## config.mk

```make
export PLATFORM = sky130hd
export DESIGN_NAME = apb_req_bridge
export DESIGN_NICKNAME = d
export VERILOG_FILES = /design/src/rtl/apb_bridge_pkg.sv /design/src/rtl/apb_timeout_cnt.sv /design/src/rtl/apb_req_bridge.sv
export SDC_FILE = /design/constraint.sdc
export NUM_CORES = 1
export LEC_CHECK = 0
export CAP_MARGIN = 10
export CORE_ASPECT_RATIO = 1.2
export CORE_MARGIN = 10
export CORE_UTILIZATION = 33
export DETAILED_ROUTE_END_ITERATION = 12
export PLACE_DENSITY = 0.71
export SLEW_MARGIN = 20
export SYNTH_ARGS = -nofsm -noshare
export SYNTH_HDL_FRONTEND = slang
export SYNTH_SLANG_ARGS = --single-unit
```

## constraint.sdc

```tcl
create_clock -name clk_i -period 1.95 [get_ports clk_i]
set_clock_uncertainty 0.2 [all_clocks]
set_input_delay 0.39 -clock clk_i [delete_from_list [all_inputs] [get_ports clk_i]]
set_output_delay 0.39 -clock clk_i [all_outputs]
set_load 0.02 [all_outputs]
```

## src/rtl/apb_bridge_pkg.sv

```systemverilog
// Shared types and defaults for the request-to-APB bridge.
// The response struct reserves room for the widest supported data bus (64 bits).
package apb_bridge_pkg;

  typedef enum logic [1:0] {
    ST_IDLE,
    ST_SETUP,
    ST_ACCESS,
    ST_RESP
  } state_e;

  localparam int unsigned TIMEOUT_CYCLES_DEF = 255;
  localparam int unsigned RSP_DATA_MAX       = 64;

  typedef struct packed {
    logic [RSP_DATA_MAX-1:0] rdata;
    logic                    err;
  } rsp_t;

endpackage

```

## src/rtl/apb_timeout_cnt.sv

```systemverilog
// ACCESS-phase watchdog counter, used only when APB_BRIDGE_TIMEOUT_EN is defined.
// expired_o flags the enabled cycle whose increment would reach the limit.
module apb_timeout_cnt #(
  parameter int unsigned CNT_WIDTH = 8
) (
  input  logic                 clk_i,
  input  logic                 rst_i,
  input  logic                 clear_i,
  input  logic                 enable_i,
  input  logic [CNT_WIDTH-1:0] limit_i,
  output logic                 expired_o
);

  logic [CNT_WIDTH-1:0] cnt_q;

  always_ff @(posedge clk_i) begin
    if (rst_i || clear_i) begin
      cnt_q <= '0;
    end else if (enable_i) begin
      cnt_q <= cnt_q + CNT_WIDTH'(1);
    end
  end

  assign expired_o = enable_i &&
                     (({1'b0, cnt_q} + (CNT_WIDTH + 1)'(1)) >= {1'b0, limit_i});

endmodule

```

## src/rtl/apb_req_bridge.sv

```systemverilog
// Valid/ready request to APB master bridge (IDLE -> SETUP -> ACCESS -> RESP).
// Define APB_BRIDGE_TIMEOUT_EN to bound the ACCESS phase to TIMEOUT_CYCLES cycles.
module apb_req_bridge
  import apb_bridge_pkg::*;
#(
  parameter int unsigned ADDR_WIDTH     = 32,
  parameter int unsigned DATA_WIDTH     = 32,
  parameter int unsigned TIMEOUT_CYCLES = TIMEOUT_CYCLES_DEF
) (
  input  logic                  clk_i,
  input  logic                  rst_i,
  input  logic                  req_valid_i,
  output logic                  req_ready_o,
  input  logic                  req_write_i,
  input  logic [ADDR_WIDTH-1:0] req_addr_i,
  input  logic [DATA_WIDTH-1:0] req_wdata_i,
  output logic                  rsp_valid_o,
  input  logic                  rsp_ready_i,
  output logic [DATA_WIDTH-1:0] rsp_rdata_o,
  output logic                  rsp_err_o,
  output logic                  psel_o,
  output logic                  penable_o,
  output logic                  pwrite_o,
  output logic [ADDR_WIDTH-1:0] paddr_o,
  output logic [DATA_WIDTH-1:0] pwdata_o,
  input  logic [DATA_WIDTH-1:0] prdata_i,
  input  logic                  pready_i,
  input  logic                  pslverr_i
);

  state_e                state_q;
  logic [ADDR_WIDTH-1:0] paddr_q;
  logic [DATA_WIDTH-1:0] pwdata_q;
  logic                  pwrite_q;
  rsp_t                  rsp_q;
  logic                  timeout;

`ifdef APB_BRIDGE_TIMEOUT_EN
  localparam int unsigned CNT_WIDTH = $clog2(TIMEOUT_CYCLES + 1);

  // SETUP always precedes ACCESS, so clearing there restarts the count on entry.
  apb_timeout_cnt #(
    .CNT_WIDTH (CNT_WIDTH)
  ) u_timeout_cnt (
    .clk_i     (clk_i),
    .rst_i     (rst_i),
    .clear_i   (state_q == ST_SETUP),
    .enable_i  ((state_q == ST_ACCESS) && !pready_i),
    .limit_i   (CNT_WIDTH'(TIMEOUT_CYCLES)),
    .expired_o (timeout)
  );
`else
  assign timeout = 1'b0;
`endif

  // NOTE: the datapath registers are reset along with the state because the
  // APB address/data outputs must read 0 after reset; all updates use <=.
  always_ff @(posedge clk_i) begin
    if (rst_i) begin
      state_q  <= ST_IDLE;
      paddr_q  <= '0;
      pwdata_q <= '0;
      pwrite_q <= 1'b0;
      rsp_q    <= '0;
    end else begin
      case (state_q)
        ST_IDLE: begin
          if (req_valid_i) begin
            paddr_q  <= req_addr_i;
            pwdata_q <= req_wdata_i;
            pwrite_q <= req_write_i;
            state_q  <= ST_SETUP;
          end
        end
        ST_SETUP: state_q <= ST_ACCESS;
        ST_ACCESS: begin
          // A slave completion in the limit cycle takes priority over the timeout.
          if (pready_i) begin
            rsp_q.err   <= pslverr_i;
            rsp_q.rdata <= pwrite_q ? '0 : RSP_DATA_MAX'(prdata_i);
            state_q     <= ST_RESP;
          end else if (timeout) begin
            rsp_q.err   <= 1'b1;
            rsp_q.rdata <= '0;
            state_q     <= ST_RESP;
          end
        end
        ST_RESP: begin
          if (rsp_ready_i) begin
            state_q <= ST_IDLE;
          end
        end
        default: state_q <= ST_IDLE;
      endcase
    end
  end

  assign req_ready_o = (state_q == ST_IDLE);
  assign psel_o      = (state_q == ST_SETUP) || (state_q == ST_ACCESS);
  assign penable_o   = (state_q == ST_ACCESS);
  assign rsp_valid_o = (state_q == ST_RESP);
  assign pwrite_o    = pwrite_q;
  assign paddr_o     = paddr_q;
  assign pwdata_o    = pwdata_q;
  assign rsp_rdata_o = DATA_WIDTH'(rsp_q.rdata);
  assign rsp_err_o   = rsp_q.err;

endmodule

```

==> impl_metrics.env <==
export IMPL_min_period_ps=1920
export IMPL_setup_viol=0
export IMPL_cts_tree="built"
export IMPL_synth_area_leaders="dfxtp_1 49%, a21oi_2 11%, nand2_1 10%, nand2_2 7.7%, nand4b_1 6.8%"
export IMPL_synthToLayoutAreaGrowth_pct=59.4
export IMPL_relSlewSlack_pct=74.1
export IMPL_grt_pass1_vias=3782
export IMPL_drc=0
export IMPL_dieArea_um2=17400
export IMPL_place_congestion=0.744
export IMPL_cts_buffers_inserted=9
export IMPL_p_int_mw=4.73
export IMPL_post_route_period_util_pct=98.2
export IMPL_wire_per_inst_um=16.3
export IMPL_path_clk_slew_ps=70
export IMPL_worst_setup_path_type="reg -> out"
export IMPL_p_sw_mw=2.36
export IMPL_status="finished clean"
export IMPL_drive_gt1_share_pct=21.1
export IMPL_port_buffers=204
export IMPL_vdd_drop_max_v=0.000532
export IMPL_grt_max_degree=53
export IMPL_seq_area_frac_synth_pct=48.6
export IMPL_syn_inst=450
export IMPL_power_frac_seq_pct=36.1
export IMPL_tns_ps=0
export IMPL_row_count=44
export IMPL_grt_antenna_before_repair=0
export IMPL_netlist_area_um2=4120
export IMPL_ctsHoldBuffers=0
export IMPL_root_buffer="clkbuf_16"
export IMPL_rsz0062_at_grt="false"
export IMPL_clockBufferDepth=2
export IMPL_die_w_um=122
export IMPL_ys_seq_elements=100
export IMPL_cp_max_fo=2
export IMPL_firstDrtPassIters=4
export IMPL_final_hold_violation_count=0
export IMPL_worstPathCellList="clkdlybuf4s50_1"
export IMPL_core_region_area_um2=12200
export IMPL_initial_core_util_pct=33.9
export IMPL_pwr_share_clk_pct=26.2
export IMPL_setup_slack_ps=34.7
export IMPL_dpl_hpwl_mm=9.74
export IMPL_pin_count=205
export IMPL_vias=3773
export IMPL_cts_setup_buffers=0
export IMPL_clock_sinks=100
export IMPL_yosysWarningCount=0
export IMPL_synth_top_area_share_pct=48.6
export IMPL_nNetsFinal=746
export IMPL_min_path_type="in -> reg"
export IMPL_p_comb_share_pct=37.7
export IMPL_syn_area_per_cell_um2=9.15
export IMPL_grt_overflow=0
export IMPL_worstSkewPairLatency_ps=330
export IMPL_grtUsageTotal_pct=14.4
export IMPL_worst_slew_pin_slew_ps=388
export IMPL_maxSlewViolCount=0
export IMPL_ant_nets=0
export IMPL_post_synth_top_area_cell="dfxtp_1"
export IMPL_path_buf_inv=1
export IMPL_crit_family="buffers and inverters"
export IMPL_p_sw_share_pct=33.3
export IMPL_cp_data_required_time_ps=1360
export IMPL_fp_dieH_um=142
export IMPL_cp_slowest_stage_delay_ps=640
export IMPL_cts_max_level=3
export IMPL_viasPerCell=4.69
export IMPL_cp_end_kind="output pin"
export IMPL_p_leak_nw=2.34
export IMPL_critPathArrivalTime_ps=1330
export IMPL_num_antenna_cells=0
export IMPL_max_freq_mhz=522
export IMPL_place_ws_ps=25.7
export IMPL_dr_first_iter_drc_count=161
export IMPL_cp_start_kind="flop"
export IMPL_worst_path_max_delay_cell="clkdlybuf4s50_1"
export IMPL_wirelength_mm=13.1
export IMPL_p_per_area_nw_per_um2=1080
export IMPL_maxCapViolCount=0
export IMPL_grt_pass1_wl_mm=20.2
export IMPL_yosysUniqueCellTypes=21
export IMPL_synth_nets=556
-- Yosys cell counts --
cell,instances
a21oi_1,48
a21oi_2,50
and2_4,1
buf_12,6
buf_2,20
buf_4,2
buf_6,1
clkbuf_1,10
dfxtp_1,100
ha_1,3
inv_1,3
nand2_1,115
nand2_2,51
nand3_1,1
nand4b_1,32
nor2b_1,2
nor2b_4,1
o311a_1,1
o311ai_1,1
o31ai_1,1
o41ai_1,1
-- layout by cell type (no fill, tap or decap) --
cell / count
a21oi_1: 48
a21oi_2: 50
and2_4: 1
buf_12: 6
buf_2: 1
buf_4: 8
buf_6: 1
bufinv_16: 2
clkbuf_1: 2
clkbuf_16: 9
clkbuf_2: 3
clkdlybuf4s50_1: 193
clkinvlp_4: 2
dfxtp_1: 100
dlymetal6s2s_1: 6
ha_1: 3
inv_1: 3
nand2_1: 114
nand2_2: 52
nand3_1: 1
nand4b_1: 32
nor2b_1: 2
nor2b_4: 1
o311a_1: 1
o311ai_1: 1
o31ai_1: 1
o41ai_1: 1
-- path summary, 6_finish.rpt --
kind,slack (ps),to,from,depth (start not counted)
hold / removal,70,paddr_o[4],rst_i,2
setup reg to reg,140,state_q[1],state_q[1],6
setup / recovery,30,rsp_rdata_o[6],rsp_rdata_o[6],1
hold reg to reg,250,rsp_rdata_o[25],rsp_rdata_o[25],2
-- power by group through the flow --
| stage | clock (mW) | sequential, mW | combinational, mW |
|---|---|---|---|
| 2_1_floorplan | 0 | 3.02 | 1.16 |
| 3_3_place_gp | 0 | 2.59 | 2.70 |
| 3_5_place_dp | 0 | 2.61 | 2.73 |
| 4_1_cts | 1.93 | 2.56 | 2.73 |
| 5_1_grt | 2.02 | 2.60 | 2.87 |
| 6_report | 1.86 | 2.56 | 2.67 |
-- sequential cells by signal (all words and copies together), names as in the netlist --
signal / flops
paddr_o: 32
pwdata_o: 32
pwrite_o: 1
rsp_err_o: 1
rsp_rdata_o: 32
state_q: 2
-- cells by family (layout without fill, tap and decap cells) --
group | count (synthesis) | count (layout) | synth area share [%]
flip-flops | 100 | 100 | 48.6
buffers and inverters | 42 | 236 | 7.17
AO/OA/AOI/OAI | 102 | 102 | 17.3
AND/OR/NAND/NOR | 203 | 203 | 26.0
adder cells (fa/ha/maj) | 3 | 3 | 0.911
-- layout make-up --
| type | instances | area [um2] |
|---|---|---|
| well taps | 161 | 201 |
| clock inverters | 4 | 75.1 |
| inverters | 3 | 11.3 |
| fillers | 1099 | 5600 |
| flip-flops and latches | 100 | 2000 |
| clock buffers | 11 | 233 |
| multi-input cells | 308 | 1820 |
| repair buffers | 218 | 2220 |
-- layer usage --
| layer | track usage [%] | vias up | part of all wire, % |
|---|---|---|---|
| met5 | 0 | - | 0 |
| met4 | 3.39 | 0 | 0.56 |
| met3 | 7.34 | 7 | 11 |
| met2 | 24.4 | 130 | 49 |
| met1 | 15.6 | 1759 | 40 |
| li1 | - | 1877 | - |
-- through the flow --
stage / area [um2] / power (mW) / std cells / hold slack, ps / util (%)
final: 6570 / 7.09 / 805 / 66.8 / 54.0
after floorplan: 4120 / 4.18 / 450 / 285 / -
after global routing: 6570 / 7.49 / 805 / 62.6 / 54.0
after global placement: 6260 / 5.29 / 790 / 238 / 51.4
after CTS: 6560 / 7.22 / 805 / 54.1 / 53.9
after detailed placement: 6260 / 5.34 / 790 / 244 / 51.4
-- what timing repair did --
action                                  CTS  global route
gates cloned                              0             0
endpoints found under the setup margin    4            24
resized for setup                         6            14
(Power assumes the default switching activity.)
